### src/rtl/serial_sum_collector_if.sv
// serial_sum_collector_if: serial bit stream in, framed parallel result out (ovr with SERIAL_COLLECT_OVR_EN)
interface serial_sum_collector_if #(
  parameter int WIDTH = 4,
  parameter int CNT_W = 3
);
  logic             start;
  logic             bit_valid;
  logic             sum_bit;
  logic             carry_bit;
  logic             res_ready;
  logic [WIDTH:0]   result;
  logic             res_valid;
  logic             busy;
  logic [CNT_W-1:0] bit_cnt;
`ifdef SERIAL_COLLECT_OVR_EN
  logic             ovr;
  modport master (output start, bit_valid, sum_bit, carry_bit, res_ready,
                  input result, res_valid, busy, bit_cnt, ovr);
  modport slave  (input start, bit_valid, sum_bit, carry_bit, res_ready,
                  output result, res_valid, busy, bit_cnt, ovr);
`else
  modport master (output start, bit_valid, sum_bit, carry_bit, res_ready,
                  input result, res_valid, busy, bit_cnt);
  modport slave  (input start, bit_valid, sum_bit, carry_bit, res_ready,
                  output result, res_valid, busy, bit_cnt);
`endif
endinterface

### src/rtl/serial_sum_collector.sv
// serial_sum_collector: assembles LSB-first sum bits plus carry into a valid/ready framed word
// Optional overrun flag (ovr) enabled by SERIAL_COLLECT_OVR_EN.
module serial_sum_collector #(
  parameter int WIDTH = 4,
  parameter int CNT_W = 3
) (
  input logic clk,
  input logic rst,
  serial_sum_collector_if.slave bus
);
  typedef enum logic [1:0] {IDLE, COLLECT, HOLD} state_t;
  state_t           state;
  logic [WIDTH-1:0] shreg, nxt, sel;
  logic [WIDTH:0]   result;
  logic [CNT_W-1:0] cnt;
  logic             res_valid, busy, last, hs, start_ok;
  always_comb begin
    sel      = WIDTH'(1) << cnt;
    nxt      = bus.sum_bit ? (shreg | sel) : (shreg & ~sel);
    last     = cnt == CNT_W'(WIDTH - 1);
    hs       = state == HOLD && bus.res_ready;
    start_ok = bus.start && (state == IDLE || hs);
  end
  always_ff @(posedge clk or posedge rst)
    if (rst) begin
      state     <= IDLE;
      shreg     <= '0;
      result    <= '0;
      res_valid <= 1'b0;
      busy      <= 1'b0;
      cnt       <= '0;
    end else begin
      case (state)
        IDLE:
          if (bus.start) begin
            state <= COLLECT;
            shreg <= '0;
            cnt   <= '0;
            busy  <= 1'b1;
          end
        COLLECT:
          if (bus.bit_valid) begin
            shreg <= nxt;
            cnt   <= cnt + CNT_W'(1);
            if (last) begin
              result    <= {bus.carry_bit, nxt};
              res_valid <= 1'b1;
              busy      <= 1'b0;
              state     <= HOLD;
            end
          end
        HOLD:
          if (bus.res_ready) begin
            res_valid <= 1'b0;
            busy      <= bus.start;
            state     <= bus.start ? COLLECT : IDLE;
            if (bus.start) begin
              shreg <= '0;
              cnt   <= '0;
            end
          end
        default: state <= IDLE;
      endcase
    end
`ifdef SERIAL_COLLECT_OVR_EN
  logic ovr;
  // a new word starts with a clean flag even if a stray bit arrives alongside start
  always_ff @(posedge clk or posedge rst)
    if (rst) ovr <= 1'b0;
    else if (start_ok) ovr <= 1'b0;
    else if (bus.bit_valid && state != COLLECT) ovr <= 1'b1;
  assign bus.ovr = ovr;
`endif
  assign bus.result    = result;
  assign bus.res_valid = res_valid;
  assign bus.busy      = busy;
  assign bus.bit_cnt   = cnt;
endmodule
### src/flat_wrapper.sv
// flat-port wrapper written by rule: the top's interface ports become plain ports
module serial_sum_collector_flat 
#(
  parameter int WIDTH = 4,
  parameter int CNT_W = 3
)
  (clk, rst, bus_start, bus_bit_valid, bus_sum_bit, bus_carry_bit, bus_res_ready, bus_result, bus_res_valid, bus_busy, bus_bit_cnt);
  serial_sum_collector_if #(.WIDTH(WIDTH), .CNT_W(CNT_W)) bus_i ();
  input logic clk;
  input logic rst;
  input wire logic [$bits(bus_i.start)-1:0] bus_start;
  input wire logic [$bits(bus_i.bit_valid)-1:0] bus_bit_valid;
  input wire logic [$bits(bus_i.sum_bit)-1:0] bus_sum_bit;
  input wire logic [$bits(bus_i.carry_bit)-1:0] bus_carry_bit;
  input wire logic [$bits(bus_i.res_ready)-1:0] bus_res_ready;
  output wire logic [$bits(bus_i.result)-1:0] bus_result;
  output wire logic [$bits(bus_i.res_valid)-1:0] bus_res_valid;
  output wire logic [$bits(bus_i.busy)-1:0] bus_busy;
  output wire logic [$bits(bus_i.bit_cnt)-1:0] bus_bit_cnt;
  assign bus_i.start = bus_start;
  assign bus_i.bit_valid = bus_bit_valid;
  assign bus_i.sum_bit = bus_sum_bit;
  assign bus_i.carry_bit = bus_carry_bit;
  assign bus_i.res_ready = bus_res_ready;
  assign bus_result = bus_i.result;
  assign bus_res_valid = bus_i.res_valid;
  assign bus_busy = bus_i.busy;
  assign bus_bit_cnt = bus_i.bit_cnt;
  serial_sum_collector #(.WIDTH(WIDTH), .CNT_W(CNT_W)) u_core (.clk(clk), .rst(rst), .bus(bus_i));
endmodule
### config.mk
export PLATFORM = sky130hd
export DESIGN_NAME = serial_sum_collector_flat
export DESIGN_NICKNAME = d
export VERILOG_FILES = /design/src/rtl/serial_sum_collector_if.sv /design/src/rtl/serial_sum_collector.sv /design/src/flat_wrapper.sv
export SDC_FILE = /design/constraint.sdc
export NUM_CORES = 1
export LEC_CHECK = 0
export ABC_CLOCK_PERIOD_IN_PS = 3200
export CORE_ASPECT_RATIO = 1.2
export CORE_UTILIZATION = 30
export CTS_BUF_LIST = sky130_fd_sc_hd__clkbuf_4 sky130_fd_sc_hd__clkbuf_8 sky130_fd_sc_hd__clkbuf_16
export DETAILED_ROUTE_END_ITERATION = 16
export HOLD_SLACK_MARGIN = 0.06
export RECOVER_POWER = 100
export SETUP_SLACK_MARGIN = 0.4
export SYNTH_ARGS = -nofsm -noshare
export SYNTH_HDL_FRONTEND = slang
export SYNTH_SLANG_ARGS = --single-unit
### constraint.sdc
create_clock -name clk -period 3.2 [get_ports clk]
set_input_delay 0.64 -clock clk [delete_from_list [all_inputs] [get_ports clk]]
set_output_delay 0.64 -clock clk [all_outputs]
set_load 0.02 [all_outputs]
==> flow_metrics.py <==
metrics = {
    "outcome": {
        "status": "finished, final reports clean",
    },
    "critical_path": {
        "r2r_cells": 4,
        "worstPathArrival_ns": 1.42,
        "cp_slowest_stage_delay_ns": 0.69,
        "slowest_stage": "dlygate4sd3_1",
        "cp-start-kind": "register",
        "path_class": "reg -> out",
        "end_kind": "output port",
        "startpoint": "u_core.bus.bit_cnt[0]$_DFFE_PP0P_",
        "cp_max_fo": 5,
        "worst_path_dominant_cell_family": "buffers and inverters",
        "cp_cell_sequence": "dlygate4sd3_1",
        "reg2reg_from": "u_core.bus.bit_cnt[0]$_DFFE_PP0P_",
        "crit_required_ns": 2.56,
        "r2r_end": "u_core.bus.result[4]$_DFFE_PP0P_",
        "path_buf_inv": 1,
        "reg2reg_setup_slack_ns": 1.48,
    },
    "die": {
        "start_util": 0.3178,
        "die-area_mm2": 0.002889,
        "io_pins": 17,
        "die_y_um": 58.69,
        "die_w_um": 49.24,
        "coreArea_mm2": 0.002527,
        "rows": 20,
    },
    "timing": {
        "timing.final.hold_violations": 0,
        "rsz0062_at_grt": "false",
        "holdWs_ns": 0.4743,
        "slew_violations": 0,
        "fmax_mhz": 486.6,
        "fin_skew_ns": 0.005306,
        "period_minus_slack_ns": 2.055,
        "max_slew.worst_pin.slew_ns": 0.6874,
        "final.setup.tns_ns": 0,
        "slew-limit-headroom": 0.5369,
        "setup_violations": 0,
        "period_share": 0.6422,
    },
    "logic_synthesis": {
        "synthCells": 76,
        "synth_area_um2": 803.3,
        "yosysUniqueCellTypes": 25,
        "ys_seq_elements": 15,
        "synth-seq-area-share": 0.4673,
        "avgSynthCellArea_um2": 10.57,
        "syn-num-nets": 88,
        "yosysWarnings": 0,
    },
    "worst_hold_path": {
        "hold_class": "reg -> reg",
        "worstHoldStart": "u_core.bus.result[3]$_DFFE_PP0P_",
        "whs_path_depth": 2,
        "whs_endpoint": "u_core.bus.result[3]$_DFFE_PP0P_",
    },
    "placement": {
        "finalWeightedCongestion": 0.7297,
        "io_buffers": 16,
        "postPlaceCellArea_um2": 985.9,
        "hpwlAfterDp_um": 1166,
    },
    "finish": {
        "fill_cells": 259,
        "area_growth_pct": 25.23,
        "most-common-layout-cells": "dfrtp_1, dlygate4sd3_1, nand2_1, inv_1, o21ai_0",
        "layout-drive-gt1-share": 0.07447,
        "utilization": 0.3980,
        "nets": 107,
        "layout_commonest_cell": "dfrtp_1",
        "n_antenna_cell": 0,
        "stdcell_area_mm2": 0.001006,
    },
    "clocking": {
        "post_cts_resized": 0,
        "cts_tree": "yes",
        "clockRootBuffer": "clkbuf_4",
        "htreeDepth": 1,
        "clk_latency_ns": 0.28,
        "clk_path_buf_depth": 2,
        "cts_made_buffers": 3,
        "cts.sinks": 15,
        "clk_pin_slew_worst_paths_ns": 0.09,
        "holdBufCountCts": 0,
        "postCtsSetupRepairBufs": 0,
    },
    "detailed_routing": {
        "route.vias.total": 594,
        "drt-vias-per-instance": 4.677,
        "wl_per_cell_um": 12.13,
        "drc_errors": 0,
        "ant_nets": 0,
        "drt_iter0_markers": 5,
        "postRouteWirelength_um": 1540,
        "drtPass1Iterations": 3,
    },
    "grt": {
        "grt_pass1_vias": 645,
        "grt.overflow.total": 0,
        "antenna_found_initial": 0,
        "grt_usage": 0.1375,
        "grt_max_degree": 16,
        "grt_pass1_wl_um": 2911,
    },
    "pwr": {
        "power-per-cell-area_mw_per_mm2": 831.0,
        "ir_drop_uv": 285.8,
        "p_leak_nw": 0.4555,
        "total_power_mw": 0.8359,
    },
    "flow_run": {
        "maxCapViolCount": 0,
    },
}
## worst max path at each step
stage,to,slack (ns),cells after the start
4_1_cts,bus_bit_cnt[0],1.19,1
2_1_floorplan,u_core.bus.busy$_DFFE_PP0P_,1.68,6
6_report,bus_bit_cnt[0],1.14,1
5_1_grt,u_core.bus.bit_cnt[1]$_DFFE_PP0P_,1.01,4
3_3_place_gp,u_core.bus.result[4]$_DFFE_PP0P_,1.04,3
3_5_place_dp,u_core.bus.result[4]$_DFFE_PP0P_,1.00,3
## final cells by class
| class | instances | area (um^2) | area share |
|---|---|---|---|
| clock buffers | 4 | 30.03 | 0.02985 |
| inverters | 8 | 30.03 | 0.02985 |
| flip-flops and latches | 15 | 375.4 | 0.3731 |
| well taps | 33 | 41.29 | 0.04104 |
| multi-input cells | 51 | 369.1 | 0.3669 |
| repair buffers | 16 | 160.2 | 0.1592 |
## metal layers
metal / up-vias / GRT usage / routed length (um)
li1: 300 / - / -
met1: 285 / 0.1615 / 703
met2: 7 / 0.2309 / 777
met3: 2 / 0.01809 / 30
met4: 0 / 0.1008 / 28
met5: - / 0 / 0
## power by group
| part | switching [mW] | internal, mW |
|---|---|---|
| Sequential | 0.0635 | 0.265 |
| Clock | 0.0625 | 0.0568 |
| Combinational | 0.208 | 0.180 |
| Total | 0.334 | 0.502 |
## state kept, by name (all words and copies together), names as in the netlist
| register | flops |
|---|---|
| u_core.state | 2 |
| u_core.shreg | 3 |
| u_core.bus.bit_cnt | 3 |
| u_core.bus.result | 5 |
| u_core.bus.busy | 1 |
| u_core.bus.res_valid | 1 |
## synth_stat cells
master / count / area, um^2
o22ai_1: 2 / 12.51
ha_1: 5 / 62.56
nand4b_1: 1 / 8.760
o211ai_1: 3 / 22.52
nand2_1: 8 / 30.03
a221oi_2: 1 / 15.01
or3_1: 3 / 18.77
nor2_1: 1 / 3.750
o21ai_2: 1 / 8.760
nand3b_4: 1 / 20.02
o31ai_1: 1 / 7.510
o21ai_0: 4 / 20.02
nand3b_1: 1 / 7.510
dfrtp_1: 15 / 375.4
nand2b_1: 1 / 6.260
buf_4: 1 / 7.510
nand2_2: 1 / 6.260
nand3_1: 4 / 20.02
mux2_2: 1 / 11.26
o21ai_1: 2 / 10.01
and3b_1: 1 / 8.760
nor2b_1: 3 / 18.77
inv_1: 8 / 30.03
buf_6: 1 / 11.26
mux2i_1: 6 / 60.06
## logic make-up (layout without fill, tap and decap cells)
family,after synthesis,count (layout),share of synthesized area
multiplexers,7,7,0.08879
flip-flops,15,15,0.4673
buffers and inverters,10,28,0.06075
AND/OR/NAND/NOR,25,25,0.1854
adder cells (fa/ha/maj),5,5,0.07788
AO/OA/AOI/OAI,14,14,0.1199
## per-stage QoR
stage / setup slack, ns / cells
2_1_floorplan: 1.679 / 76
3_3_place_gp: 1.036 / 123
3_5_place_dp: 1.003 / 123
4_1_cts: 1.185 / 127
5_1_grt: 1.013 / 127
6_report: 1.145 / 127
No activity file was read; power rests on OpenSTA's default activity.
